<file path="config.mk">
export PLATFORM = sky130hd
export DESIGN_NAME = icb_arbiter_2to1
export DESIGN_NICKNAME = d
export VERILOG_FILES = /design/src/rtl/icb_pkg.sv /design/src/rtl/icb_arb_chk.sv /design/src/rtl/icb_arb_id_fifo.sv /design/src/rtl/icb_arbiter_2to1.sv
export SDC_FILE = /design/constraint.sdc
export NUM_CORES = 1
export LEC_CHECK = 0
export CAP_MARGIN = 20
export CELL_PAD_IN_SITES_DETAIL_PLACEMENT = 1
export CELL_PAD_IN_SITES_GLOBAL_PLACEMENT = 1
export CORE_AREA = 10 10 195 197
export CTS_BUF_LIST = sky130_fd_sc_hd__clkbuf_8
export DETAILED_ROUTE_END_ITERATION = 10
export DIE_AREA = 0 0 205 207
export DONT_BUFFER_PORTS = 1
export HOLD_SLACK_MARGIN = 0.06
export PLACE_DENSITY = 0.35
export RECOVER_POWER = 25
export SLEW_MARGIN = 10
export SYNTH_ARGS = -nofsm -noshare
export SYNTH_HDL_FRONTEND = slang
export SYNTH_SLANG_ARGS = --single-unit
</file>
<file path="constraint.sdc">
create_clock -name clk -period 7.8 [get_ports clk]
set_clock_uncertainty 0.15 [all_clocks]
set_input_delay 1.56 -clock clk [delete_from_list [all_inputs] [get_ports clk]]
set_output_delay 1.56 -clock clk [all_outputs]
set_load 0.05 [all_outputs]
</file>
<file path="src/rtl/icb_pkg.sv">
// Shared ICB bus widths and the master-ID type used by the 2:1 ICB arbiter.
package icb_pkg;

    localparam int ICB_ADDR_W = 32;
    localparam int ICB_DATA_W = 64;
    localparam int ICB_MASK_W = 8;

    typedef logic mst_id_t;

    localparam mst_id_t M0 = 1'b0;
    localparam mst_id_t M1 = 1'b1;

    function automatic mst_id_t other_id(input mst_id_t id);
        return ~id;
    endfunction

endpackage

</file>
<file path="src/rtl/icb_arb_chk.sv">
// Protocol checker: a slave response with nothing outstanding is illegal.
module icb_arb_chk #(
    parameter int CNT_W = 3,
    parameter int DEPTH = 4
) (
    input logic             clk,
    input logic             rst_n,
    input logic             rsp_valid,
    input logic [CNT_W-1:0] cnt
);

    a_rsp_needs_outstanding: assert property (@(posedge clk) disable iff (!rst_n)
        !(rsp_valid && (cnt == {CNT_W{1'b0}})));

    a_cnt_bounded: assert property (@(posedge clk) disable iff (!rst_n)
        cnt <= CNT_W'(DEPTH));

endmodule

</file>
<file path="src/rtl/icb_arb_id_fifo.sv">
// In-order FIFO of granted master IDs; one entry per outstanding ICB command.
module icb_arb_id_fifo
    import icb_pkg::*;
#(
    parameter  int DEPTH = 4,
    localparam int PTR_W = $clog2(DEPTH)
) (
    input  logic           clk,
    input  logic           rst_n,
    input  logic           push,
    input  mst_id_t        din,
    input  logic           pop,
    output logic           full,
    output logic           empty,
    output mst_id_t        head,
    output logic [PTR_W:0] cnt
);

    mst_id_t          mem [DEPTH];
    logic [PTR_W-1:0] wr_ptr;
    logic [PTR_W-1:0] rd_ptr;
    logic             push_ok;
    logic             pop_ok;

    // Status flags and guarded handshakes
    always_comb begin
        full    = (cnt == (PTR_W+1)'(DEPTH));
        empty   = (cnt == {(PTR_W+1){1'b0}});
        push_ok = push & ~full;
        pop_ok  = pop & ~empty;
        head    = mem[rd_ptr];
    end

    // Storage, pointers (wrap modulo DEPTH) and occupancy count
    always_ff @(posedge clk) begin
        if (!rst_n) begin
            wr_ptr <= {PTR_W{1'b0}};
            rd_ptr <= {PTR_W{1'b0}};
            cnt    <= {(PTR_W+1){1'b0}};
            for (int i = 0; i < DEPTH; i++) begin
                mem[i] <= M0;
            end
        end else begin
            if (push_ok) begin
                mem[wr_ptr] <= din;
                wr_ptr      <= wr_ptr + PTR_W'(1);
            end
            if (pop_ok) begin
                rd_ptr <= rd_ptr + PTR_W'(1);
            end
            case ({push_ok, pop_ok})
                2'b10:   cnt <= cnt + (PTR_W+1)'(1);
                2'b01:   cnt <= cnt - (PTR_W+1)'(1);
                default: cnt <= cnt;
            endcase
        end
    end

endmodule

</file>
<file path="src/rtl/icb_arbiter_2to1.sv">
// Two ICB masters share one ICB slave: command arbitration with a hold-until-accepted
// lock, and in-order response routing via a FIFO of granted master IDs.
module icb_arbiter_2to1
    import icb_pkg::*;
#(
    parameter int OUTS_DEPTH = 4,
    parameter int ARB_MODE   = 0
) (
    input  logic                  clk,
    input  logic                  rst_n,
    input  logic                  m0_icb_cmd_valid,
    output logic                  m0_icb_cmd_ready,
    input  logic [ICB_ADDR_W-1:0] m0_icb_cmd_addr,
    input  logic                  m0_icb_cmd_read,
    input  logic [ICB_DATA_W-1:0] m0_icb_cmd_wdata,
    input  logic [ICB_MASK_W-1:0] m0_icb_cmd_wmask,
    output logic                  m0_icb_rsp_valid,
    input  logic                  m0_icb_rsp_ready,
    output logic [ICB_DATA_W-1:0] m0_icb_rsp_rdata,
    output logic                  m0_icb_rsp_err,
    input  logic                  m1_icb_cmd_valid,
    output logic                  m1_icb_cmd_ready,
    input  logic [ICB_ADDR_W-1:0] m1_icb_cmd_addr,
    input  logic                  m1_icb_cmd_read,
    input  logic [ICB_DATA_W-1:0] m1_icb_cmd_wdata,
    input  logic [ICB_MASK_W-1:0] m1_icb_cmd_wmask,
    output logic                  m1_icb_rsp_valid,
    input  logic                  m1_icb_rsp_ready,
    output logic [ICB_DATA_W-1:0] m1_icb_rsp_rdata,
    output logic                  m1_icb_rsp_err,
    output logic                  s_icb_cmd_valid,
    input  logic                  s_icb_cmd_ready,
    output logic [ICB_ADDR_W-1:0] s_icb_cmd_addr,
    output logic                  s_icb_cmd_read,
    output logic [ICB_DATA_W-1:0] s_icb_cmd_wdata,
    output logic [ICB_MASK_W-1:0] s_icb_cmd_wmask,
    input  logic                  s_icb_rsp_valid,
    output logic                  s_icb_rsp_ready,
    input  logic [ICB_DATA_W-1:0] s_icb_rsp_rdata,
    input  logic                  s_icb_rsp_err
);

    localparam int CNT_W      = $clog2(OUTS_DEPTH) + 1;
    localparam bit FIXED_PRIO = (ARB_MODE == 32'sd1);

    logic             lock;
    mst_id_t          lock_id;
    mst_id_t          rr_ptr;
    mst_id_t          grant;
    mst_id_t          hid;
    logic             grant_valid;
    logic             cmd_ready_g;
    logic             accept;
    logic             pop;
    logic             fifo_full;
    logic             fifo_empty;
    logic [CNT_W-1:0] cnt;

    // Grant selection: a locked grant is held until its command is accepted
    always_comb begin
        grant = M0;
        if (lock) begin
            grant = lock_id;
        end else if (m0_icb_cmd_valid && m1_icb_cmd_valid) begin
            grant = FIXED_PRIO ? M0 : rr_ptr;
        end else if (m0_icb_cmd_valid) begin
            grant = M0;
        end else if (m1_icb_cmd_valid) begin
            grant = M1;
        end else begin
            grant = FIXED_PRIO ? M0 : rr_ptr;
        end
    end

    // Command channel mux; full is judged on the pre-pop count
    always_comb begin
        grant_valid      = (grant == M1) ? m1_icb_cmd_valid : m0_icb_cmd_valid;
        s_icb_cmd_valid  = rst_n & grant_valid & ~fifo_full;
        cmd_ready_g      = rst_n & s_icb_cmd_ready & ~fifo_full;
        m0_icb_cmd_ready = cmd_ready_g & (grant == M0);
        m1_icb_cmd_ready = cmd_ready_g & (grant == M1);
        s_icb_cmd_addr   = (grant == M1) ? m1_icb_cmd_addr  : m0_icb_cmd_addr;
        s_icb_cmd_read   = (grant == M1) ? m1_icb_cmd_read  : m0_icb_cmd_read;
        s_icb_cmd_wdata  = (grant == M1) ? m1_icb_cmd_wdata : m0_icb_cmd_wdata;
        s_icb_cmd_wmask  = (grant == M1) ? m1_icb_cmd_wmask : m0_icb_cmd_wmask;
        accept           = s_icb_cmd_valid & s_icb_cmd_ready;
    end

    // Response routing; a stray response with nothing outstanding is sunk
    always_comb begin
        m0_icb_rsp_valid = rst_n & s_icb_rsp_valid & ~fifo_empty & (hid == M0);
        m1_icb_rsp_valid = rst_n & s_icb_rsp_valid & ~fifo_empty & (hid == M1);
        s_icb_rsp_ready  = rst_n & (fifo_empty | ((hid == M1) ? m1_icb_rsp_ready
                                                              : m0_icb_rsp_ready));
        m0_icb_rsp_rdata = s_icb_rsp_rdata;
        m1_icb_rsp_rdata = s_icb_rsp_rdata;
        m0_icb_rsp_err   = s_icb_rsp_err;
        m1_icb_rsp_err   = s_icb_rsp_err;
        pop              = s_icb_rsp_valid & s_icb_rsp_ready & ~fifo_empty;
    end

    // Lock and round-robin pointer
    always_ff @(posedge clk) begin
        if (!rst_n) begin
            lock    <= 1'b0;
            lock_id <= M0;
            rr_ptr  <= M0;
        end else if (accept) begin
            lock   <= 1'b0;
            rr_ptr <= other_id(grant);
        end else if (grant_valid) begin
            lock    <= 1'b1;
            lock_id <= grant;
        end else begin
            lock <= lock;
        end
    end

    icb_arb_id_fifo #(.DEPTH(OUTS_DEPTH)) u_fifo (
        .clk   (clk),
        .rst_n (rst_n),
        .push  (accept),
        .din   (grant),
        .pop   (pop),
        .full  (fifo_full),
        .empty (fifo_empty),
        .head  (hid),
        .cnt   (cnt)
    );

    icb_arb_chk #(.CNT_W(CNT_W), .DEPTH(OUTS_DEPTH)) u_chk (
        .clk       (clk),
        .rst_n     (rst_n),
        .rsp_valid (s_icb_rsp_valid),
        .cnt       (cnt)
    );

endmodule

</file>
* Word level (Yosys, flattened, before mapping) *
Memories as Yosys holds them, arrays and structs flattened. A register that Yosys moved wholly into a read port is not among the register bits.
Cells that the tools add are included.
W data, S select, Z words.

word-level totals
  memories kept = 1
  word-level logic and storage cells = 63
  output and inout bits = 241
  RAM bits = 4
  input bits = 283
  register bits after elaboration = 10

cells by class
  bitwise logic cells = 23
  multiplexer cells = 20
  reduce and logical (&&, ||, !) cells = 6
  add/sub/neg operators = 4
  equality and inequality tests = 3

memories
  name        words  width  rd ports  clocked after memory_dff  write ports  RTL line               text
  u_fifo.mem  4      1      1         1                         4            icb_arb_id_fifo.sv:19  mst_id_t mem [DEPTH];

operator list
  cell                   number
  $mux W64               1
  $mux W32               1
  $and A1 B1 Y1          16
  $mux W1                13
  $mux W8                1
  $mux W2                3
  $not A1 Y1             6
  $pmux W3 S2            1
  $add A2 B1 Y2 const B  2
  $add A3 B1 Y3 const B  1
  $eq A3 B3 Y1 const B   1
  $logic_not A3 Y1       1
  $sub A3 B1 Y3 const B  1
  $eq A2 B1 Y1 const B   1
  $eq A2 B2 Y1 const B   1
  $reduce_and A2 Y1      1
  $reduce_bool A2 Y1     1
  $reduce_or A2 Y1       1
  $logic_and A1 B1 Y1    1
  $or A1 B1 Y1           1
  $reduce_or A1 Y1       1

* Longest topological paths before layout *
Gate-level depths: netlist (run 1).

  word-level depth = 14
  gate-level depth with buffers = 10
  mapped depth without buffers = 9

* Cells and area by module *
A second synthesis (run 1) with hierarchy kept.

unflattened totals
  cells, all modules = 347
  area total of the unflattened synthesis = 3293.2 µm²

by module, submodules not included
  module            instances  sequential area each (µm²)  area an instance (µm²)  cells an instance
  icb_arbiter_2to1  1          60.1                        2693.8                  286
  icb_arb_id_fifo   1          270.3                       599.3                   61

* Worst setup path after synthesis (run 1) *
OpenSTA, ideal clock, no wires.

  kind = input port to output port
  start point = input port m0_icb_cmd_valid
  end point = output port s_icb_cmd_wdata[37]
  required time = 6.090 ns
  buffers on the path = 2
  arrival = 2.945 ns
  stages = 6
  setup slack = 3.145 ns
  cell sequence = inv_2 maj3_2 o21ai_4 buf_4 buf_6 mux2_1

on the way
  word-level cells in the longest chain between the ends = 4
  elaborated cells on any way between the ends = 5
  classes of those cells = mux: 4; reduce/logical: 1

RTL lines
  element                                         RTL line                                        text
  start, declared                                 icb_arbiter_2to1.sv:11                          input logic m0_icb_cmd_valid,
  $mux W1 or $logic_and A1 B1 Y1 (tied branches)  icb_arbiter_2to1.sv:66, icb_arbiter_2to1.sv:64
  $mux W1 (*)                                     icb_arbiter_2to1.sv:64                          end else if (m0_icb_cmd_valid && m1_icb_cmd_valid) begin
  $mux W1 (*)                                     icb_arbiter_2to1.sv:62                          if (lock) begin
  $mux W64 (*)                                    icb_arbiter_2to1.sv:84                          s_icb_cmd_wdata = (grant == M1) ? m1_icb_cmd_wdata : m0_icb_cmd_wdata;
  end, declared                                   icb_arbiter_2to1.sv:35                          output logic [ICB_DATA_W-1:0] s_icb_cmd_wdata,

Mark *: on every way between the ends. The rest lies on a longest branch, timed or not.

* Final worst setup path (run 1) *
  start point = input port m0_icb_cmd_valid
  end point = output port s_icb_cmd_wdata[7]

Same word-level chain as after synthesis.

==> results of run 1 <==
==> per-layer routing <==
layer | track usage | up-vias | share of wire
met5 | 0 | - | 0.0026
met4 | 0.00733 | 6 | 0.011
met3 | 0.0493 | 27 | 0.18
met2 | 0.129 | 333 | 0.53
met1 | 0.0544 | 836 | 0.28
li1 | - | 746 | -
==> layout make-up <==
type | count | share of cell area
flip-flops and latches | 16 | 0.125
multi-input cells | 169 | 0.623
clock buffers | 4 | 0.0209
inverters | 5 | 0.00713
well taps | 455 | 0.216
repair buffers | 3 | 0.00713
==> synth_stat cells <==
cell,count
a21bo_2,1
a21oi_1,5
a41oi_1,1
and2_1,2
and3_1,2
buf_2,8
buf_4,131
buf_6,3
clkbuf_1,1
dfxtp_1,15
edfxtp_1,1
fa_1,1
ha_1,1
inv_1,4
inv_2,1
maj3_2,1
mux2_1,28
mux2_2,77
mux2i_1,9
mux4_2,1
nand2_1,6
nand3_1,4
nand3b_1,1
nand4_1,2
nand4b_1,1
nor2_1,9
nor2b_1,1
nor3_1,2
o211ai_1,2
o21ai_0,3
o21ai_4,1
o221a_2,1
o311ai_0,1
o31ai_1,1
or3_1,2
or3b_1,1
xnor2_1,1
xor2_1,1
==> how the worst min path moves through the flow <==
stage / to / slack [ps] / cells past startpoint
6_report: u_fifo.mem[0] / 330 / 2
5_1_grt: u_fifo.mem[1] / 360 / 2
4_1_cts: u_fifo.mem[1] / 340 / 2
3_5_place_dp: u_fifo.mem[1] / 320 / 2
3_3_place_gp: u_fifo.mem[0] / 310 / 2
2_1_floorplan: flip-flop / 280 / 1
==> cell families (layout without fill, tap and decap cells) <==
group | after synthesis | after routing | synth area share
fa+ha+maj | 3 | 3 | 0.0143
xor+xnor | 2 | 2 | 0.00574
simple gates | 33 | 33 | 0.0549
mux | 115 | 115 | 0.424
buf+inv | 148 | 12 | 0.354
flops | 16 | 16 | 0.108
compound gates | 16 | 16 | 0.0385
==> power groups by stage <==
stage          Clock (W)  Sequential (W)  Combinational [W]
6_report       0.0000738       0.0000906           0.000388
4_1_cts        0.0000761       0.0000906           0.000394
5_1_grt        0.0000788       0.0000914           0.000401
3_5_place_dp           0       0.0000925           0.000392
2_1_floorplan          0       0.0000912           0.000545
3_3_place_gp           0       0.0000919           0.000391
==> worst max-delay path, cell delays in order <==
cell and delay [ps]:
inv_2 30, maj3_2 320, o21ai_4 140, buf_4 580, mux2_2 550
==> per-stage QoR <==
step           instance area (µm²)  utilization  std cells
2_1_floorplan                 3050            -        333
3_3_place_gp                  2570       0.0755        647
3_5_place_dp                  2570       0.0755        647
4_1_cts                       2630       0.0771        651
5_1_grt                       2630       0.0772        652
6_report                      2630       0.0772        652
==> results.yml, run 1 <==
layout:
  final_common_cell: "mux2_2"
  multi_input_area_mm2: 0.00164
  fill_cells: 4025
  synthToLayoutAreaGrowth_pct: -13.7
  final_cell_mix: "mux2_2, mux2_1, dfxtp_1"
  layout-drive-gt1-share: 0.452
  seq_area_um2: 330
  diodes: 0
  final_net_count: 483
clock_network:
  holdBufCountCts: 0
  tritoncts: "yes"
  cts-root-buf: "clkbuf_8"
  clk_latency_ps: 250
  clk_pin_slew_ps: 70
  h-tree-depth: 1
  cts.sinks: 16
  postCtsSetupRepairBufs: 0
  cts_made_buffers: 3
  post_cts_resized: 0
  clk_path_buf_depth: 2
floorplanning:
  initial_core_util: 0.0894
  pin_count: 524
  fp.dieArea_mm2: 0.0424
  core_area_mm2: 0.0341
  rows: 68
  dieHeight_um: 207
  die_w_um: 205
pwr:
  ir_drop_v: 0.0000518
  p_comb_frac: 0.702
  clockPowerShare: 0.134
  pwr_density_cell_mw_per_mm2: 210
  p_int_w: 0.000209
  p_sw_frac: 0.622
  seqPwrFrac: 0.164
  switchingPower_w: 0.000344
  power.leakage_nw: 0.777
  total_power_w: 0.000553
drt:
  wirelength_mm: 16.4
  vias_per_cell: 2.99
  wl_per_cell_um: 25.2
  dr.pass1.iters: 4
  drt-initial-drc-count: 94
  ant_nets: 0
  via_count: 1948
  drc: 0
setup_path:
  crit_type: "in2out"
  cp-start-kind: "input port"
  crit_path_end_kind: "output port"
  cp.required_ps: 6090
  cp_max_fo: 62
  endpoint: "s_icb_cmd_wdata[7]"
  rrSetupSlack_ps: 4880
  r2r_cells: 8
  setup.worst_path.start: "m0_icb_cmd_valid"
  worstPathArrival_ps: 3260
  r2r-start: "u_fifo.mem[3]"
  reg2reg_to: "u_fifo.cnt[2]"
timing:
  setup_viol: 0
  slew_violations: 0
  hold_violations: 0
  layout_min_cycle_time_ps: 4970
  setup_tns_ps: 0
  post-route-period-util: 0.637
  relSlewSlack: 0.299
  whs_ps: 332
  rsz0062_at_grt: "false"
  worst_slew_pin_slew_ps: 1060
  max_freq_mhz: 201
  fin_ws_ps: 2830
logic_synthesis:
  syn_nets: 618
  synth_cells: 333
  synth_top_area_frac: 0.322
  yosysTopAreaCell: "buf_4"
  yosys_warnings: 0
  avgSynthCellArea_um2: 9.16
  synth_seq_area_share: 0.108
  synth_area_leaders: "buf_4, mux2_2, mux2_1, dfxtp_1, mux2i_1"
  synth_seq_cells: 16
  syn_area_mm2: 0.00305
  ys_types: 38
hold_path:
  min_from: "u_fifo.mem[0]"
  min_path_type: "reg2reg"
outcome:
  status: "completed"
global_route:
  gr-usage-all-layers: 0.0673
  grt_overflow: 0
  grt_pass1_vias: 2214
  grt_max_degree: 63
  grt_pass1_wl_mm: 21.1
  antenna_found_initial: 4
run:
  maxCapViolCount: 0
placement:
  gp_congestion: 0.759
  dpl.hpwl_mm: 15.2
  port-buffer-count: 0
  dpl_worst_slack_ps: 2830
No activity file was read; power rests on OpenSTA's default activity.
==> run 2, diff against run 1 <==
--- a/config.mk
+++ b/config.mk
@@ -8,13 +8,13 @@
 export CAP_MARGIN = 20
 export CELL_PAD_IN_SITES_DETAIL_PLACEMENT = 1
 export CELL_PAD_IN_SITES_GLOBAL_PLACEMENT = 1
-export CORE_AREA = 10 10 195 197
+export CORE_AREA = 10 10 193 195
 export CTS_BUF_LIST = sky130_fd_sc_hd__clkbuf_8
 export DETAILED_ROUTE_END_ITERATION = 10
-export DIE_AREA = 0 0 205 207
+export DIE_AREA = 0 0 203 205
 export DONT_BUFFER_PORTS = 1
 export HOLD_SLACK_MARGIN = 0.06
-export PLACE_DENSITY = 0.35
+export PLACE_DENSITY = 0.36
 export RECOVER_POWER = 25
 export SLEW_MARGIN = 10
 export SYNTH_ARGS = -nofsm -noshare
==> constraint.sdc (replaced) <==
create_clock -name clk -period 4.14 [get_ports clk]
set_clock_uncertainty 0.15 [all_clocks]
set_input_delay 0.828 -clock clk [delete_from_list [all_inputs] [get_ports clk]]
set_output_delay 0.828 -clock clk [all_outputs]
set_load 0.05 [all_outputs]
==> results.yml, run 2 (same netlist as run 1, synthesis figures left out) <==
outcome:
  status: "completed"
global_route:
  grt_overflow: 0
  gr-usage-all-layers: 0.0648
  antenna_found_initial: 6
  grt_pass1_wl_mm: 19.7
  grt_max_degree: 108
  grt_pass1_vias: 2010
pwr:
  power.leakage_nw: 0.790
  total_power_w: 0.00106
  ir_drop_v: 0.000179
  pwr_density_cell_mw_per_mm2: 399
floorplanning:
  core_area_mm2: 0.0333
  fp.dieArea_mm2: 0.0416
  dieHeight_um: 205
  rows: 67
  die_w_um: 203
  initial_core_util: 0.0917
  pin_count: 524
placement:
  dpl.hpwl_mm: 14.7
  gp_congestion: 0.835
  placed_cells: 642
  port-buffer-count: 0
  dpl_cell_area_mm2: 0.00259
timing:
  relSlewSlack: 0.356
  layout_min_cycle_time_ps: 3460
  worst_slew_pin_slew_ps: 965
  rsz0062_at_grt: "false"
  setup_viol: 0
  setup_tns_ps: 0
  hold_violations: 0
  max_freq_mhz: 289
  slew_violations: 0
  post-route-period-util: 0.837
clock_network:
  clk_pin_slew_ps: 70
  cts_made_buffers: 3
  cts.sinks: 16
  clk_path_buf_depth: 2
  post_cts_resized: 0
  holdBufCountCts: 0
  cts-root-buf: "clkbuf_8"
  clk_latency_ps: 250
  h-tree-depth: 1
  postCtsSetupRepairBufs: 0
  tritoncts: "yes"
drt:
  drc: 0
  drt-initial-drc-count: 114
  wl_per_cell_um: 24.7
  ant_nets: 0
  wirelength_mm: 16.1
  vias_per_cell: 2.96
  dr.pass1.iters: 4
  via_count: 1933
layout:
  finish.utilization: 0.0800
  final_cell_mix: "mux2_2, mux2_1, dfxtp_1"
  finalNonFillerCells: 653
  layout-drive-gt1-share: 0.460
  design_area_mm2: 0.00266
  final_net_count: 484
  final_common_cell: "mux2_2"
  synthToLayoutAreaGrowth_pct: -12.7
setup_path:
  crit_path_end_kind: "output port"
  path_buf_inv: 2
  cp_max_fo: 107
  crit_slowest_cell: "mux2_1"
  cp_cell_sequence: "inv_2 > maj3_2 > o21ai_4 > buf_12 > mux2_1"
  r2r_cells: 8
  cp_num_cells: 5
  critical_path.top_delay_family: "multiplexers"
  endpoint: "s_icb_cmd_wdata[52]"
  worstPathArrival_ps: 2490
  r2r-start: "u_fifo.mem[3]"
  setup.worst_path.start: "m0_icb_cmd_valid"
  slowest_delay_ps: 600
  cp-start-kind: "input port"
  reg2reg_to: "u_fifo.cnt[2]"
  rrSetupSlack_ps: 1280
  cp.required_ps: 3160
  crit_type: "in2out"
run:
  maxCapViolCount: 0
hold_path:
  min_path_type: "reg2reg"
## run 2: cell count changes in the layout (fill, tap and decap cells not counted), sizes merged
cell    delta
diode      +7
clkbuf     -1
buf        +2
## run 2: where the power goes
part | switching [W] | internal, W | total, W
registers | 0.00000799 | 0.000163 | 0.000171
logic | 0.000599 | 0.000150 | 0.000749
clock network | 0.0000578 | 0.0000845 | 0.000142
total | 0.000665 | 0.000397 | 0.00106
## run 2: layer usage
metal / wire length (µm) / up-vias / track usage
met3: 2370 / 26 / 0.0382
li1: - / 758 / -
met2: 8520 / 265 / 0.112
met1: 4850 / 884 / 0.0619
met5: 0 / - / 0
met4: 410 / 0 / 0.0269
## run 2: final cells by class
type / instances / area [µm²]
tap: 448 / 561
fill: 3946 / 30600
antenna: 7 / 17.5
inverter: 5 / 18.8
multi-input combinational: 169 / 1640
timing repair buffer: 4 / 40.0
clock buffer: 4 / 55.1
sequential: 16 / 330
## run 2: worst min path at each step
stage / cells after the start / startpoint / to
after global placement: 2 / u_fifo.mem[2] / u_fifo.mem[2]
final: 2 / u_fifo.mem[1] / u_fifo.mem[1]
after global routing: 2 / u_fifo.mem[0] / u_fifo.mem[0]
after CTS: 1 / u_fifo.rd_ptr[1] / u_fifo.rd_ptr[1]
after detailed placement: 1 / u_fifo.rd_ptr[1] / u_fifo.rd_ptr[1]
after floorplan: 1 / u_fifo.rd_ptr[1] / flip-flop
## run 2: stage by stage
step / hold WS (ps) / setup WS (ps)
after floorplan: 283 / 949
after detailed placement: 318 / 702
final: 327 / 676
after CTS: 333 / 704
after global routing: 349 / 635
after global placement: 308 / 753
## run 2: worst reg2reg max path, stage by stage, from the launching register on
cell and delay, ps:
edfxtp_1 380, mux4_2 530, mux2i_1 320, nor2_1 170, ha_1 270, fa_1 380, xnor2_1 140, or3_1 310
a21oi_1 150
